File: config.mk
export PLATFORM = sky130hd
export DESIGN_NAME = control_multiciclo
export DESIGN_NICKNAME = d
export VERILOG_FILES = /design/src/rtl/control_multiciclo.sv
export SDC_FILE = /design/constraint.sdc
export NUM_CORES = 1
export LEC_CHECK = 0
export ABC_AREA = 1
export CAP_MARGIN = 20
export CORE_UTILIZATION = 54
export DETAILED_ROUTE_END_ITERATION = 6
export PLACE_DENSITY = 0.87
export RECOVER_POWER = 100
export SLEW_MARGIN = 20
export SYNTH_ARGS = -nofsm -noshare
export SYNTH_HDL_FRONTEND = slang
export SYNTH_SLANG_ARGS = --single-unit
File: constraint.sdc
create_clock -name clk_i -period 4.41 [get_ports clk_i]
set_clock_uncertainty 0.2 [all_clocks]
set_input_delay 1.323 -clock clk_i [delete_from_list [all_inputs] [get_ports clk_i]]
set_output_delay 1.323 -clock clk_i [all_outputs]
set_load 0.01 [all_outputs]
File: src/rtl/control_multiciclo.sv
// Moore control unit for the multicycle RV32I datapath: sequences fetch, decode,
// execute, memory and write-back, handshakes with a variable-latency memory.
module control_multiciclo #(
    parameter int CNT_W = 32
) (
    input  logic             clk_i,
    input  logic             rst_ni,
    input  logic [6:0]       op_i,
    input  logic [2:0]       funct3_i,
    input  logic             funct7b5_i,
    input  logic             zero_i,
    input  logic             mem_ready_i,
    output logic             mem_req_o,
    output logic             mem_write_o,
    output logic             adr_src_o,
    output logic             ir_write_o,
    output logic             pc_write_o,
    output logic             reg_write_o,
    output logic [1:0]       result_src_o,
    output logic [1:0]       alu_src_a_o,
    output logic [1:0]       alu_src_b_o,
    output logic [2:0]       alu_control_o,
    output logic [1:0]       imm_src_o,
    output logic [3:0]       state_o,
    output logic             halted_o,
    output logic [CNT_W-1:0] instret_o
);

    typedef enum logic [3:0] {
        FETCH    = 4'd0,
        DECODE   = 4'd1,
        MEMADR   = 4'd2,
        MEMREAD  = 4'd3,
        MEMWB    = 4'd4,
        MEMWRITE = 4'd5,
        EXECR    = 4'd6,
        EXECI    = 4'd7,
        ALUWB    = 4'd8,
        BEQ      = 4'd9,
        JAL      = 4'd10,
        HALT     = 4'd11
    } state_t;

    localparam logic [6:0] OP_LOAD  = 7'b0000011;
    localparam logic [6:0] OP_STORE = 7'b0100011;
    localparam logic [6:0] OP_RTYPE = 7'b0110011;
    localparam logic [6:0] OP_ITYPE = 7'b0010011;
    localparam logic [6:0] OP_BRANCH = 7'b1100011;
    localparam logic [6:0] OP_JAL   = 7'b1101111;

    state_t           state_q;
    state_t           state_d;
    state_t           decode_next;
    logic [CNT_W-1:0] instret_q;
    logic [2:0]       alu_fn;
    logic             f3_alu_ok;
    logic             retire;

    assign f3_alu_ok = (funct3_i == 3'b000) || (funct3_i == 3'b010) ||
                       (funct3_i == 3'b110) || (funct3_i == 3'b111);

    // Only I-type shares funct3 000 with R-type; op[5] keeps addi from becoming sub.
    always_comb begin
        case (funct3_i)
            3'b000:  alu_fn = (op_i[5] & funct7b5_i) ? 3'b001 : 3'b000;
            3'b010:  alu_fn = 3'b101;
            3'b110:  alu_fn = 3'b011;
            3'b111:  alu_fn = 3'b010;
            default: alu_fn = 3'b000;
        endcase
    end

    always_comb begin
        case (op_i)
            OP_LOAD, OP_STORE: decode_next = MEMADR;
            OP_RTYPE:          decode_next = f3_alu_ok ? EXECR : HALT;
            OP_ITYPE:          decode_next = f3_alu_ok ? EXECI : HALT;
            OP_BRANCH:         decode_next = (funct3_i == 3'b000) ? BEQ : HALT;
            OP_JAL:            decode_next = JAL;
            default:           decode_next = HALT;
        endcase
    end

    always_comb begin
        case (op_i)
            OP_STORE:  imm_src_o = 2'b01;
            OP_BRANCH: imm_src_o = 2'b10;
            OP_JAL:    imm_src_o = 2'b11;
            default:   imm_src_o = 2'b00;
        endcase
    end

    always_ff @(posedge clk_i or negedge rst_ni) begin
        if (!rst_ni) begin
            state_q <= FETCH;
        end else begin
            state_q <= state_d;
        end
    end

    always_comb begin
        state_d       = state_q;
        mem_req_o     = 1'b0;
        mem_write_o   = 1'b0;
        adr_src_o     = 1'b0;
        ir_write_o    = 1'b0;
        pc_write_o    = 1'b0;
        reg_write_o   = 1'b0;
        result_src_o  = 2'b00;
        alu_src_a_o   = 2'b00;
        alu_src_b_o   = 2'b00;
        alu_control_o = 3'b000;
        case (state_q)
            FETCH: begin
                mem_req_o    = 1'b1;
                alu_src_b_o  = 2'b10;
                result_src_o = 2'b10;
                ir_write_o   = mem_ready_i;
                pc_write_o   = mem_ready_i;
                if (mem_ready_i) state_d = DECODE;
            end
            DECODE: begin
                alu_src_a_o = 2'b01;
                alu_src_b_o = 2'b01;
                state_d     = decode_next;
            end
            MEMADR: begin
                alu_src_a_o = 2'b10;
                alu_src_b_o = 2'b01;
                state_d     = op_i[5] ? MEMWRITE : MEMREAD;
            end
            MEMREAD: begin
                mem_req_o = 1'b1;
                adr_src_o = 1'b1;
                if (mem_ready_i) state_d = MEMWB;
            end
            MEMWB: begin
                result_src_o = 2'b01;
                reg_write_o  = 1'b1;
                state_d      = FETCH;
            end
            MEMWRITE: begin
                mem_req_o   = 1'b1;
                mem_write_o = 1'b1;
                adr_src_o   = 1'b1;
                if (mem_ready_i) state_d = FETCH;
            end
            EXECR: begin
                alu_src_a_o   = 2'b10;
                alu_control_o = alu_fn;
                state_d       = ALUWB;
            end
            EXECI: begin
                alu_src_a_o   = 2'b10;
                alu_src_b_o   = 2'b01;
                alu_control_o = alu_fn;
                state_d       = ALUWB;
            end
            ALUWB: begin
                reg_write_o = 1'b1;
                state_d     = FETCH;
            end
            BEQ: begin
                alu_src_a_o   = 2'b10;
                alu_control_o = 3'b001;
                pc_write_o    = zero_i;
                state_d       = FETCH;
            end
            JAL: begin
                alu_src_a_o = 2'b01;
                alu_src_b_o = 2'b10;
                pc_write_o  = 1'b1;
                state_d     = ALUWB;
            end
            HALT:    state_d = HALT;
            default: state_d = HALT;
        endcase
    end

    // An instruction retires on the edge that returns the FSM to FETCH.
    assign retire = (state_d == FETCH) &&
                    ((state_q == MEMWB) || (state_q == MEMWRITE) ||
                     (state_q == ALUWB) || (state_q == BEQ));

    always_ff @(posedge clk_i or negedge rst_ni) begin
        if (!rst_ni) begin
            instret_q <= '0;
        end else if (retire) begin
            instret_q <= instret_q + CNT_W'(1);
        end
    end

    assign state_o   = state_q;
    assign halted_o  = (state_q == HALT);
    assign instret_o = instret_q;

endmodule

=== After elaboration in Yosys (flattened, before gate mapping) ===
Cells that the tools add are included.

* Bits in registers: 36
* Input bits: 15
* Output and inout port bits: 54

* Reduce and logical (&&, ||, !) cells: 21
* Bitwise operators: 1
* $add $sub $neg: 1
* Equality and inequality tests: 20
* Multiplexer cells: 22

{| class="wikitable"
|+ Operators by type and width
! operator !! number
|-
| $add 32x1->32 const B || 1
|-
| $pmux 4 s7 || 1
|-
| $mux 4 || 5
|-
| $pmux 4 s5 || 1
|-
| $eq 4x3->1 const B || 4
|-
| $eq 4x4->1 const B || 4
|-
| $eq 7x6->1 const B || 2
|-
| $eq 7x7->1 const B || 2
|-
| $pmux 2 s2 || 3
|-
| $pmux 3 s4 || 1
|-
| $reduce_or 2->1 || 6
|-
| $reduce_or 3->1 || 4
|-
| $eq 4x2->1 const B || 2
|-
| $logic_not 4->1 || 2
|-
| $eq 7x2->1 const B || 1
|-
| $eq 7x5->1 const B || 1
|-
| $eq 3x3->1 const B || 2
|-
| $logic_or 1x1->1 || 6
|-
| $mux 1 || 6
|-
| $pmux 2 s3 || 1
|-
| $pmux 3 s2 || 1
|-
| $eq 4x1->1 const B || 1
|-
| $reduce_or 4->1 || 1
|-
| $eq 3x2->1 const B || 1
|-
| 6 further kinds || 6
|}

=== Logic depth before layout (Yosys ltp) ===
* Depth after elaboration: 9
* Depth in mapped cells: 10
* Mapped depth without buffers: 10

=== Least setup slack after synthesis ===
Ideal clock, no wire load.

* Kind: input to output
* Start point: input port op_i[5]
* End point: output port imm_src_o[0]
* Path slack: 0.971 ns
* Arrival time: 1.916 ns
* Required time: 2.887 ns
* Buffers on the path: 0
* Stages on the path: 4
* Cells stage by stage: inv_1 -> nor3_1 -> nand2_1 -> a21oi_1

* Longest elaborated chain between the ends: 2
* Elaborated cells on any way between the ends: 4
* Classes of those cells: 3 x eq/ne; 1 x mux

{| class="wikitable"
|+ RTL lines
! element !! line !! source
|-
| from (decl) || 8 || <nowiki>input logic [6:0] op_i,</nowiki>
|-
| $eq 7x7->1 / $eq 7x6->1 (equally long branches) || 85 || <nowiki>case (op_i)</nowiki>
|-
| $pmux 2 s3 * || 85 ||
|-
| to (decl) || 23 || <nowiki>output logic [1:0] imm_src_o,</nowiki>
|}

Mark *: on every way between the ends. The rest lies on a longest branch, timed or not.

=== Worst setup path after layout ===
* Start point: input port funct3_i[1]
* End point: output port alu_control_o[2]

* Longest elaborated chain between the ends: 3
* Elaborated cells on any way between the ends: 6
* Classes of those cells: 3 x eq/ne; 2 x mux; 1 x reduce/logical

{| class="wikitable"
|+ RTL lines
! element !! line !! source
|-
| from (decl) || 9 || <nowiki>input logic [2:0] funct3_i,</nowiki>
|-
| $eq 3x3->1, or another cell as far along || 64 || <nowiki>case (funct3_i)</nowiki>
|-
| $pmux 3 s4 * || 64 ||
|-
| $pmux 3 s2 * || 113 || <nowiki>case (state_q)</nowiki>
|-
| to (decl) || 22 || <nowiki>output logic [2:0] alu_control_o,</nowiki>
|}

Marks and branches as above.

==> metrics.txt <==
Setup CP Type primary input to output pin; final setup margin 0.09725 ns; antenna violations before repair 0; Min-Delay Endpoint instret_o[31]; Worst-Skew Late Latency approximately 0.3 ns; Syn Area/Cell about 6 µm²; most numerous cell in the Yosys netlist nand2_1; slowest CP cell dlygate4sd3_1; Starting Density 0.5704; Slew Limit Fails 37; ys async rst share 1.000; final net count between 500 and 600; # hold bufs at CTS 0; arrival time worst endpoint approximately 2.8 ns; Post-Place Worst Slack -0.04110 ns; DRC violations left 0; synthesized cell area 0.002748 mm²; Buf+Inv Stages, Crit Path 3; crit-path max FO 3; drt initial violations between 200 and 250; Worst setup SP type primary input; Die Area ~0.0054 mm²; cell count after synthesis roughly 460; Worst slew margin -0.3018; Post-synth EDFFs 0; Rows 25; critical path endpoint category output pin; Yosys top cell area share 0.3279; setup TNS 0 ns; Critical Path RT about 2.9 ns; final hold viol count 0; via count about 3.1k; outcome finished, violations left; DRT Wirelength between 7 and 8 mm; failing checks max-capacitance violations, max-slew violations; first-pass GRT wire length 12.95 mm; Design Power around 660 µW; pin count of the biggest net entering global routing 37; unrepaired setup endpoints after global routing no; worst hold path cell count 2; Yosys reg bits 36; Fillers between 400 and 500; grt ovf 0; Post-DP Area ~0.0035 mm²; Critical Path, Cell by Cell clkdlybuf4s50_1 -> inv_1 -> nor4_1 -> dlygate4sd3_1; vias in the first global route between 2k and 3k; Finished Core Util 0.7468; Synth cell types 27; worst hold path type flop to flop; ranking of synthesized cells by area dfrtp_1, nand2_1, nor2_1, nand3_1, inv_1; Max Freq 231.9 MHz; antenna cell count 0; period utilization 0.9779; RR Startpoint state_o[1]; Port Buf Inserts a little under 70; prevailing post-synth register cell dfrtp_1; Layout Cells excl Fill slightly above 600; share of synthesized area occupied by flip-flops and latches 0.3279; DR pass1 iterations 4; PwrDens 183.5 mW/mm²; Die Wd 73.33 µm; H-Tree Depth 2; Synthesis Warnings 0; worst-case vdd ir drop around 0.17 mV; reg2reg end instret_o[11]; clock sink count 36; worst hold start instret_o[31]; CTS Buffer Depth 2; mean routed wirelength per cell 12.72 µm; crit path from funct3_i[1]; fin area 0.003597 mm²; RePlAce Congestion slightly below 0.9; Reg clk slew, reported paths ~0.08 ns; antenna-violating nets left 0; cell accounting for the most synthesized area dfrtp_1; CTS Root Cell clkbuf_8; placed insts between 500 and 600; Leak Pwr around 1.8 nW; worst slew pin tran slightly below 2 ns; Worst path max stage delay 0.65 ns; IO Pins 69; Synth Net Count 478; GRT Total Usage 0.3130; Post-synth top cells nand2_1, nor2_1, inv_1, nand3_1, dfrtp_1; Detail Placement HPWL 5.784 mm; P&R area growth vs syn 30.92%; layout cells sized above 1 0.05390; CP delay by family, top buffers and inverters; total CTS buffers 5; R2R Setup Slk 1.52 ns; WHS 0.3502 ns; CTS tree yes; core region area 0.004817 mm²; Vias per Instance between 5 and 6; Worst Reg-to-Reg Cells 8; Final setup viols 0; crit path time final around 4.3 ns; Die Y between 70 and 80 µm; maxcap violations 1
## routing by layer
layer / vias up / track usage / share of wire
li1: 1561 / - / -
met1: 1388 / 0.4091 / 0.46
met2: 103 / 0.5370 / 0.48
met3: 12 / 0.04801 / 0.053
met4: 0 / 0.09188 / 0.014
met5: - / 0 / 0
## sequential cells by signal (all words and copies together), names as in the netlist
signal,cells
state_o,4
instret_o,32
## repair_timing
action / in CTS / in global routing
resized for setup: 1 / 5
pin swaps: 0 / 1
setup buffers: 0 / 0
setup endpoints to repair: 2 / 2
## worst reg2reg max path, delay by kind of cell (launching register included)
kind | cells | cell delay, ns
buffers and inverters | 1 | 0.11
flip-flops | 1 | 0.44
AND/OR/NAND/NOR | 7 | 2.03
## placed cells by master (no fill, tap or decap), types with 3 or more instances in the layout
| master | count |
|---|---|
| clkbuf_8 | 5 |
| dlygate4sd3_1 | 51 |
| clkdlybuf4s50_1 | 14 |
| xor2_1 | 6 |
| nand3_1 | 40 |
| o21ai_0 | 9 |
| nand2_2 | 5 |
| buf_4 | 5 |
| nor2_1 | 72 |
| a21oi_1 | 3 |
| xnor2_1 | 4 |
| inv_1 | 47 |
| nand2_1 | 216 |
| dfrtp_1 | 36 |
## final cells by class
class,count,area [µm²],share of cell area
clock buffer,5,68.82,0.01913
clock inverter,3,42.54,0.01183
inverter,49,183.9,0.05113
multi-input combinational,371,1602,0.4452
sequential,36,900.9,0.2504
tap,67,83.83,0.02330
timing repair buffer,74,715.7,0.1990
## where the power goes
group	switching (mW)	leakage [nW]	total, mW	internal [mW]
logic	0.0171	1.29	0.0314	0.0144
clock network	0.131	0.0541	0.299	0.167
registers	0	0.488	0.330	0.330
## logic make-up (layout without fill, tap and decap cells)
kind of cell | count (synthesis) | after routing | share of synthesized area
AND/OR/NAND/NOR | 345 | 345 | 0.5237
buffers and inverters | 55 | 131 | 0.08288
flip-flops | 36 | 36 | 0.3279
AO/OA/AOI/OAI | 15 | 15 | 0.02914
XOR/XNOR | 10 | 10 | 0.03187
adder cells (fa/ha/maj) | 1 | 1 | 0.004553
## worst max-delay path by stage
| stage | endpoint | slack (ns) | cells past startpoint |
|---|---|---|---|
| global placement | imm_src_o[0] | -0.02 | 6 |
| CTS | imm_src_o[0] | 0.04 | 6 |
| finish | alu_control_o[2] | 0.1 | 4 |
| floorplan | imm_src_o[0] | 0.97 | 4 |
| detailed placement | imm_src_o[1] | -0.04 | 6 |
| global route | alu_control_o[2] | 0.04 | 4 |
Power figures use the tool's default switching activity.
